## src/rtl/qupls_ptw_tran_buffer_pkg.sv

```systemverilog
// rtl/qupls_ptw_tran_buffer_pkg.sv - types and constants shared by the PTW translation buffer
package qupls_ptw_tran_buffer_pkg;

  localparam int TBUF_SIZE = 16;
  localparam int PTW_TID_W = 5;
  localparam int PTW_ADR_W = 32;
  localparam int PTW_PTE_W = 64;

  typedef enum logic [1:0] {
    TB_FREE = 2'd0,
    TB_PEND = 2'd1,
    TB_OUT  = 2'd2,
    TB_DONE = 2'd3
  } ptw_tbuf_state_t;

  typedef struct packed {
    logic                 v;
    logic [5:0]           stk;
    logic [PTW_PTE_W-1:0] pte;
    logic                 err;
  } ptw_tran_buf_t;

  // Tag layout on the memory port: epoch in the MSB, entry index below it.
  function automatic logic [PTW_TID_W-1:0] ptw_make_tid(input logic epoch, input logic [3:0] idx);
    return {epoch, idx};
  endfunction

endpackage

```

## src/rtl/qupls_ptw_tran_buffer_if.sv

```systemverilog
// rtl/qupls_ptw_tran_buffer_if.sv - walker memory port: tagged PTE read requests and responses
interface qupls_ptw_tran_buffer_if
  import qupls_ptw_tran_buffer_pkg::*;
#(
  parameter int ADR_W = PTW_ADR_W,
  parameter int PTE_W = PTW_PTE_W
);

  logic                 req_o;
  logic [ADR_W-1:0]     req_adr;
  logic [PTW_TID_W-1:0] req_tid;
  logic                 req_ack;
  logic                 resp_v;
  logic [PTW_TID_W-1:0] resp_tid;
  logic [PTE_W-1:0]     resp_dat;
  logic                 resp_err;

  modport master (
    output req_o, req_adr, req_tid,
    input  req_ack, resp_v, resp_tid, resp_dat, resp_err
  );

  modport slave (
    input  req_o, req_adr, req_tid,
    output req_ack, resp_v, resp_tid, resp_dat, resp_err
  );

endinterface

```

## src/rtl/qupls_ptw_ffo16.sv

```systemverilog
// rtl/qupls_ptw_ffo16.sv - 16-bit find-first-one (lowest set bit), 6'h3f when no bit is set
module qupls_ptw_ffo16 (
  input  logic [15:0] i,
  output logic [5:0]  o
);

  always_comb begin
    o = 6'h3f;
    for (int n = 15; n >= 0; n--) begin
      if (i[n]) o = 6'(n);
    end
  end

endmodule

```

## src/rtl/qupls_ptw_tran_buffer.sv

```systemverilog
// rtl/qupls_ptw_tran_buffer.sv - PTW translation buffer: walk request in, tagged PTE read out, translation back
module qupls_ptw_tran_buffer
  import qupls_ptw_tran_buffer_pkg::*;
#(
  parameter int ADR_W = PTW_ADR_W,
  parameter int PTE_W = PTW_PTE_W
)
(
  input  logic                           clk,
  input  logic                           rst,
  input  logic                           flush,
  input  logic                           walk_req,
  input  logic [5:0]                     walk_stk,
  input  logic [ADR_W-1:0]               walk_tadr,
  output logic                           walk_rdy,
  qupls_ptw_tran_buffer_if.master        mem,
  output ptw_tran_buf_t                  tranbuf [TBUF_SIZE],
  output logic [5:0]                     sel_tran,
  output logic                           stray,
  output logic [4:0]                     count
);

  ptw_tbuf_state_t st     [TBUF_SIZE];
  ptw_tbuf_state_t st_nxt [TBUF_SIZE];
  logic [ADR_W-1:0] adr   [TBUF_SIZE];

  logic             epoch;
  logic             iss_v;
  logic [3:0]       iss_idx;
  logic [15:0]      free_vec, pend_vec, done_vec;
  logic [5:0]       free_sel, pend_sel, done_sel;
  logic [3:0]       cur_idx;
  logic [3:0]       rsp_idx;
  logic             req_o_w;
  logic             alloc, ack_go, resp_ok, deliver;
  logic [4:0]       count_nxt;
  logic [PTE_W-1:0] rsp_pte;

  always_comb begin
    free_vec = '0;
    pend_vec = '0;
    done_vec = '0;
    for (int i = 0; i < TBUF_SIZE; i++) begin
      free_vec[i] = (st[i] == TB_FREE);
      pend_vec[i] = (st[i] == TB_PEND);
      done_vec[i] = (st[i] == TB_DONE);
    end
  end

  qupls_ptw_ffo16 u_free_sel (.i(free_vec), .o(free_sel));
  qupls_ptw_ffo16 u_pend_sel (.i(pend_vec), .o(pend_sel));
  qupls_ptw_ffo16 u_done_sel (.i(done_vec), .o(done_sel));

  assign walk_rdy = (free_sel != 6'h3f);
  assign sel_tran = done_sel;

  // Once an entry is presented it is held until acked, so a lower-index
  // allocation cannot change the request under the memory port's feet.
  assign cur_idx  = iss_v ? iss_idx : pend_sel[3:0];
  assign req_o_w  = iss_v || (pend_sel != 6'h3f);

  assign mem.req_o   = req_o_w;
  assign mem.req_adr = req_o_w ? adr[cur_idx] : '0;
  assign mem.req_tid = req_o_w ? ptw_make_tid(epoch, cur_idx) : '0;

  assign rsp_idx  = mem.resp_tid[3:0];
  assign rsp_pte  = mem.resp_err ? '0 : mem.resp_dat;

  // Each event targets an entry in a distinct state, so they never collide.
  assign alloc    = walk_req && walk_rdy;
  assign ack_go   = req_o_w && mem.req_ack;
  assign resp_ok  = mem.resp_v && (mem.resp_tid[4] == epoch) && (st[rsp_idx] == TB_OUT);
  assign deliver  = (done_sel != 6'h3f);

  always_comb begin
    st_nxt = st;
    if (flush) begin
      for (int i = 0; i < TBUF_SIZE; i++) st_nxt[i] = TB_FREE;
    end else begin
      if (alloc)   st_nxt[free_sel[3:0]] = TB_PEND;
      if (ack_go)  st_nxt[cur_idx]       = TB_OUT;
      if (resp_ok) st_nxt[rsp_idx]       = TB_DONE;
      if (deliver) st_nxt[done_sel[3:0]] = TB_FREE;
    end
  end

  always_comb begin
    count_nxt = '0;
    for (int i = 0; i < TBUF_SIZE; i++) begin
      if (st_nxt[i] != TB_FREE) count_nxt = count_nxt + 5'd1;
    end
  end

  always_ff @(posedge clk or posedge rst) begin
    if (rst) begin
      for (int i = 0; i < TBUF_SIZE; i++) begin
        st[i]      <= TB_FREE;
        adr[i]     <= '0;
        tranbuf[i] <= '0;
      end
      epoch   <= 1'b0;
      iss_v   <= 1'b0;
      iss_idx <= '0;
      stray   <= 1'b0;
      count   <= '0;
    end else begin
      st    <= st_nxt;
      count <= count_nxt;
      stray <= mem.resp_v && !(resp_ok && !flush);
      if (flush) begin
        epoch <= ~epoch;
        iss_v <= 1'b0;
        for (int i = 0; i < TBUF_SIZE; i++) tranbuf[i].v <= 1'b0;
      end else begin
        iss_v   <= req_o_w && !mem.req_ack;
        iss_idx <= cur_idx;
        if (alloc) begin
          adr[free_sel[3:0]]         <= walk_tadr;
          tranbuf[free_sel[3:0]].stk <= walk_stk;
          tranbuf[free_sel[3:0]].err <= 1'b0;
        end
        if (resp_ok) begin
          tranbuf[rsp_idx].v   <= 1'b1;
          tranbuf[rsp_idx].pte <= rsp_pte;
          tranbuf[rsp_idx].err <= mem.resp_err;
        end
        if (deliver) tranbuf[done_sel[3:0]].v <= 1'b0;
      end
    end
  end

endmodule

```

## src/flat_wrapper.sv

```systemverilog
// flat-port wrapper written by rule: the top's interface ports become plain ports
module qupls_ptw_tran_buffer_flat import qupls_ptw_tran_buffer_pkg::*;
#(
  parameter int ADR_W = PTW_ADR_W,
  parameter int PTE_W = PTW_PTE_W
)
  (clk, rst, flush, walk_req, walk_stk, walk_tadr, walk_rdy, tranbuf, sel_tran, stray, count, mem_req_o, mem_req_adr, mem_req_tid, mem_req_ack, mem_resp_v, mem_resp_tid, mem_resp_dat, mem_resp_err);
  qupls_ptw_tran_buffer_if #(.ADR_W(ADR_W), .PTE_W(PTE_W)) mem_i ();
  input  logic clk;
  input  logic rst;
  input  logic flush;
  input  logic walk_req;
  input  logic [5:0] walk_stk;
  input  logic [ADR_W-1:0] walk_tadr;
  output logic walk_rdy;
  output ptw_tran_buf_t tranbuf[TBUF_SIZE];
  output logic [5:0] sel_tran;
  output logic stray;
  output logic [4:0] count;
  output wire logic [$bits(mem_i.req_o)-1:0] mem_req_o;
  output wire logic [$bits(mem_i.req_adr)-1:0] mem_req_adr;
  output wire logic [$bits(mem_i.req_tid)-1:0] mem_req_tid;
  input wire logic [$bits(mem_i.req_ack)-1:0] mem_req_ack;
  input wire logic [$bits(mem_i.resp_v)-1:0] mem_resp_v;
  input wire logic [$bits(mem_i.resp_tid)-1:0] mem_resp_tid;
  input wire logic [$bits(mem_i.resp_dat)-1:0] mem_resp_dat;
  input wire logic [$bits(mem_i.resp_err)-1:0] mem_resp_err;
  assign mem_req_o = mem_i.req_o;
  assign mem_req_adr = mem_i.req_adr;
  assign mem_req_tid = mem_i.req_tid;
  assign mem_i.req_ack = mem_req_ack;
  assign mem_i.resp_v = mem_resp_v;
  assign mem_i.resp_tid = mem_resp_tid;
  assign mem_i.resp_dat = mem_resp_dat;
  assign mem_i.resp_err = mem_resp_err;
  qupls_ptw_tran_buffer #(.ADR_W(ADR_W), .PTE_W(PTE_W)) u_core (.clk(clk), .rst(rst), .flush(flush), .walk_req(walk_req), .walk_stk(walk_stk), .walk_tadr(walk_tadr), .walk_rdy(walk_rdy), .mem(mem_i), .tranbuf(tranbuf), .sel_tran(sel_tran), .stray(stray), .count(count));
endmodule
```

## config.mk

```make
export PLATFORM = sky130hd
export DESIGN_NAME = qupls_ptw_tran_buffer_flat
export DESIGN_NICKNAME = d
export VERILOG_FILES = /design/src/rtl/qupls_ptw_tran_buffer_pkg.sv /design/src/rtl/qupls_ptw_tran_buffer_if.sv /design/src/rtl/qupls_ptw_ffo16.sv /design/src/rtl/qupls_ptw_tran_buffer.sv /design/src/flat_wrapper.sv
export SDC_FILE = /design/constraint.sdc
export NUM_CORES = 2
export LEC_CHECK = 0
export BUFFER_PORTS_ARGS = -buffer_cell sky130_fd_sc_hd__buf_2
export CORE_AREA = 2 2 505 507
export DETAILED_ROUTE_END_ITERATION = 7
export DIE_AREA = 0 0 507 509
export SLEW_MARGIN = 25
export SYNTH_ARGS = -nofsm -noshare
export SYNTH_HDL_FRONTEND = slang
export SYNTH_SLANG_ARGS = --single-unit
```

## constraint.sdc

```tcl
create_clock -name clk -period 45.2 [get_ports clk]
set_input_delay 0 -clock clk [delete_from_list [all_inputs] [get_ports clk]]
set_output_delay 0 -clock clk [all_outputs]
set_load 0.005 [all_outputs]
```

# --- Yosys cells after proc, flatten, opt, wreduce, memory -nomap -nowiden ---
# Cells that the tools add are included.
totals:
  regBits: 1708
  inputBits: 114
  output_inout_bits: 1203
  elab_cells: 357
classes:
  n_addsub: 15
  magnitude_cmp: 8
  eq_ne: 37
  n_mux: 133
  n_bitwise: 15
  reduce_logical: 48
ops:
  columns: ["operator", "count"]
  rows:
  - ["$bwmux 1152", 6]
  - ["$mux 1152", 5]
  - ["$demux 72 s4", 6]
  - ["$bwmux 512", 1]
  - ["$mux 32", 12]
  - ["$mux 6", 48]
  - ["$mux 72", 2]
  - ["$bmux 32 s4", 1]
  - ["$demux 32 s4", 1]
  - ["$mux 5", 16]
  - ["$mux 71", 1]
  - ["$add 5x1->5 const B", 14]
  - ["$mux 65", 1]
  - ["$mux 64", 1]
  - ["$eq 2x2->1 const B", 17]
  - ["$and 16x16->16", 2]
  - ["$and 32x32->32", 1]
  - ["$demux 2 s4", 4]
  - ["$eq 2x1->1 const B", 16]
  - ["$logic_not 2->1", 16]
  - ["$not 16->16", 2]
  - ["$not 32->32", 1]
  - ["$or 16x16->16", 2]
  - ["$or 32x32->32", 1]
  - ["other kinds (16)", 79]

# --- Depth between registers and ports, before layout ---
logic_depth:
  ltp_word: 67
  depth_mapped: 55
  mapped_depth_nobuf: 54

# --- By module ---
# A second synthesis with hierarchy kept.
unflattened:
  cells_unflattened: 5867
  hier_area_um2: 69060.0
modules_own_cells:
  columns: ["module", "n_inst", "cells_each", "area_each_um2", "seq_area_each_um2"]
  rows:
  - ["qupls_ptw_tran_buffer", 1, 5777, 68549.5, 42741.0]
  - ["qupls_ptw_ffo16", 3, 30, 170.2, 0.0]

# --- Worst setup path before layout ---
# OpenSTA, ideal clock, no wires.
synth_path:
  path_type: "reg-to-reg"
  from: "register u_core.st[22] (netlist name)"
  to: "register u_core.count[4]"
  setup_ns: 0.080
  t_arrival_ns: 9.670
  required_ns: 45.120
  setup_slack_ns: 35.450
  stages_incl_launch_ff: 51
  path_buffers: 3
  synth_period_minus_slack_ns: 9.750
  cell_sequence: "dfrtp_1 buf_4 nor2b_1 nor4_1 o31ai_1 a21oi_2 nand2b_1 clkbuf_1 clkbuf_1 nor4_1 o21a_1 or2_2 ha_1 o21ai_0 nand2_1 ha_1 nand3_1 o31ai_1 (+15 left out) ha_1 inv_1 o21ai_0 a31o_2 xnor2_1 mux2_2 ha_1 and2_1 a221o_1 xnor2_1 a21oi_1 ha_1 mux2_2 ha_1 o21ai_0 or4_1 mux2i_1 xnor2_1"
synth_lines:
  columns: ["item", "line_no", "text"]
  rows:
  - ["from (decl)", "qupls_ptw_tran_buffer.sv:23", "ptw_tbuf_state_t st [TBUF_SIZE];"]
  - ["from (signal assigned)", "qupls_ptw_tran_buffer.sv:107", "st <= st_nxt;"]
  - ["to (signal assigned)", "qupls_ptw_tran_buffer.sv:108", "count <= count_nxt;"]
  - ["to (decl)", "qupls_ptw_tran_buffer.sv:20", "output logic [4:0] count"]

==> flow_metrics.env <==
export IMPL_synth_cell_types=86
export IMPL_yosys_area_top_type="dfrtp_1"
export IMPL_place_area_um2=79690
export IMPL_worst_slew_pin_slew_ps=1263
export IMPL_drc_errors=0
export IMPL_vias_per_cell=5.052
export IMPL_drv_cap=0
export IMPL_cts_path_max_buffers=3
export IMPL_wl_per_cell_um=26.31
export IMPL_path_clk_slew_ps=60
export IMPL_critPathLaunchType="flip-flop"
export IMPL_ios=1317
export IMPL_worstHoldPathCells=3
export IMPL_rsz0062_at_grt="no"
export IMPL_hold_ws_ps=112.8
export IMPL_grt_ovfl_total=0
export IMPL_reg2regPathDepth=48
export IMPL_critPathSlowestCell="dfrtp_1"
export IMPL_timing_rr_start="u_core.st[29]"
export IMPL_grt_pass1_vias=53115
export IMPL_hold_path_end="u_core.tranbuf[1082]"
export IMPL_max_freq_mhz=87.31
export IMPL_async_reset_ff_frac=1.000
export IMPL_synth_seq_cells=1708
export IMPL_dr_pass1_iters=6
export IMPL_stdcell_area_um2=87340
export IMPL_port_buffers=1316
export IMPL_nets=7836
export IMPL_drtAntennaViolNets=0
export IMPL_setup_ws_ps=33750
export IMPL_yosysWarnings=0
export IMPL_utilization=0.3455
export IMPL_p_total_mw=3.914
export IMPL_skew_ps=83.97
export IMPL_netlist_area_um2=69750
export IMPL_slew_headroom=0.1581
export IMPL_clock_latency_ps=880
export IMPL_place_ws_ps=33980
export IMPL_cts_sinks=1708
export IMPL_crit_type="reg2reg"
export IMPL_synth_edf_count=0
export IMPL_cts_buffers=186
export IMPL_syn_mean_instance_area_um2=10.64
export IMPL_start_util=0.2759
export IMPL_critPathTopFamily="adder cells"
export IMPL_grt_util_met3=0.05817
export IMPL_finalSetupViolations=0
export IMPL_grt_max_degree=190
export IMPL_drive_above_1_share=0.3148
export IMPL_status="finished clean"
export IMPL_min_from="mem_resp_dat[1]"
export IMPL_wl_mm=296.8
export IMPL_crit_required_ps=45930
export IMPL_dp_hpwl_mm=200.9
export IMPL_dp_cells=10797
export IMPL_antenna_found_initial=51
export IMPL_design_core_area_um2=252800
export IMPL_post_route_min_period_ps=11450
export IMPL_vias=57004
export IMPL_peakVddDrop_mv=0.03944
export IMPL_die_w_um=507
export IMPL_initialDrtViolationCount=5663
export IMPL_drv_slew=0
export IMPL_setup_tns_final_ps=0
export IMPL_ctsResizeCount=0
export IMPL_fillers=25562
export IMPL_hold_viol=0
export IMPL_cp_end_kind="flip-flop"
export IMPL_synth_top_area_frac=0.6128
export IMPL_row_count=185
export IMPL_grt_busiest_layer="met2"
export IMPL_leakage_nw=43.29
export IMPL_synthesis_nets=6684
export IMPL_final_cells=11284
export IMPL_syn2layout_area_growth_pct=25.22
export IMPL_cp_arrival_ps=12190
export IMPL_slowest_delay_ps=580
export IMPL_die_y_um=509
export IMPL_cpMostUsedCell="ha_1"
export IMPL_cts_root_buf="clkbuf_16"
export IMPL_synthCells=6555
export IMPL_fin_crit_sh=0.2534
export IMPL_reg2reg_slack_ps=33750
export IMPL_p_per_area_nw_per_um2=44.81
export IMPL_synth_area_top_cells="dfrtp_1, mux2_2, nand2_1"
export IMPL_synthFlopType="dfrtp_1"
export IMPL_min_path_type="in2reg"
export IMPL_post_cts_buffers=0
export IMPL_gp_routability_congestion=0.9015
export IMPL_reg2reg_to="u_core.count[4]"
export IMPL_crit_fanout=11
export IMPL_grt_pass1_wl_mm=409.9
export IMPL_critical_path_buf_inv_count=5
export IMPL_grt_use_met1=0.2694
export IMPL_htree_levels=4
export IMPL_grt_usage=0.2204
export IMPL_met2_usage=0.3584
export IMPL_dieArea_um2=258100
export IMPL_cts_tree="yes"
export IMPL_synth_seq_area_share=0.6128
repair_timing:
item                                    in CTS  in global routing
endpoints found under the hold margin     1257                 45
endpoints found under the setup margin       0                  0
hold buffers                                80                  3
cell usage in the layout, fill, tap and decap left out, types with 11 or more instances in the layout:
| cell type | n |
|---|---|
| dfrtp_1 | 1708 |
| nand2_1 | 1623 |
| buf_2 | 1316 |
| o21ai_0 | 1085 |
| mux2_2 | 616 |
| clkbuf_16 | 186 |
| nand3_1 | 150 |
| a311oi_1 | 98 |
| nor2_1 | 94 |
| buf_4 | 88 |
| dlygate4sd3_1 | 83 |
| and3_1 | 70 |
| diode_2 | 57 |
| a31oi_1 | 46 |
| a21oi_1 | 42 |
| clkbuf_8 | 42 |
| clkbuf_1 | 39 |
| nand2_2 | 37 |
| a211oi_1 | 35 |
| inv_1 | 34 |
| clkinv_2 | 32 |
| nor3_1 | 30 |
| o21a_1 | 29 |
| nor2b_1 | 27 |
| xnor2_1 | 25 |
| nand2_4 | 22 |
| bufinv_16 | 16 |
| ha_1 | 15 |
| nand2b_1 | 14 |
| or2_2 | 13 |
| xor2_1 | 13 |
| and2_1 | 11 |
| nor3_2 | 11 |
| clkinv_16 | 11 |
worst max path at each step:
stage	slack (ps)	from	to	depth (start not counted)
CTS	33790	u_core.st[29]	u_core.count[4]	48
floorplan	21520	rst	u_core.adr[0]	1
global placement	34110	u_core.st[10]	u_core.count[4]	50
global route	33060	u_core.st[29]	u_core.count[4]	48
finish	33750	u_core.st[29]	u_core.count[4]	48
detailed placement	33980	u_core.st[10]	u_core.count[4]	49
registers in the layout, summed over array words and instances (netlist names):
name,count
u_core.tranbuf,1152
u_core.adr,512
u_core.st,32
u_core.count,5
u_core.iss_idx,4
u_core.epoch,1
u_core.iss_v,1
u_core.stray,1
kinds of logic (layout without fill, tap and decap cells):
| family | after synthesis | count (layout) | share of synthesized area |
|---|---|---|---|
| flops | 1708 | 1708 | 0.6128 |
| buf+inv | 577 | 1883 | 0.03137 |
| xor+xnor | 51 | 51 | 0.009364 |
| other cells | 0 | 57 | 0 |
| simple gates | 2151 | 2151 | 0.1264 |
| fa+ha+maj | 15 | 15 | 0.002691 |
| compound gates | 1423 | 1423 | 0.1149 |
| mux | 630 | 630 | 0.1025 |
tightest hold or removal path, cell delays in order:
cell and delay, ps:
buf_2 90, nand2_2 460, o21ai_0 340
Yosys cell counts, types with 7 or more instances:
library cell,n
a211oi_1,35
a21o_1,7
a21oi_1,42
a311oi_1,98
a31oi_1,46
and2_1,15
and3_1,70
buf_1,49
clkbuf_1,482
dfrtp_1,1708
ha_1,15
inv_1,35
mux2_2,616
mux2i_1,8
nand2_1,1682
nand2b_1,15
nand3_1,152
nand4_1,9
nor2_1,95
nor2b_1,27
nor3_1,41
nor4_1,8
o211ai_1,9
o21a_1,29
o21ai_0,1085
o22ai_1,9
or2_2,13
xnor2_1,25
xnor2_4,8
xor2_1,13
report_power, final:
group / switching, mW / total [mW] / internal [mW]
Clock: 0.677 / 1.60 / 0.927
Combinational: 0.435 / 0.637 / 0.201
Sequential: 0.0518 / 1.67 / 1.62
Total: 1.16 / 3.91 / 2.75
cell type report:
| class | count | area [um^2] | share of cell area |
|---|---|---|---|
| inverters | 37 | 145.1 | 0.001662 |
| diodes | 57 | 142.6 | 0.001633 |
| flip-flops and latches | 1708 | 42740 | 0.4894 |
| well taps | 3366 | 4212 | 0.04822 |
| clock buffers | 267 | 5379 | 0.06159 |
| repair buffers | 1504 | 8379 | 0.09594 |
| clock inverters | 75 | 1132 | 0.01296 |
| multi-input cells | 4270 | 25210 | 0.2886 |
metal layers:
layer / wire length [um] / part of all wire
met5: 28 / 0.000094
met1: 114300 / 0.38
met2: 139900 / 0.47
met4: 16570 / 0.056
met3: 26100 / 0.088
(Power assumes the default switching activity.)
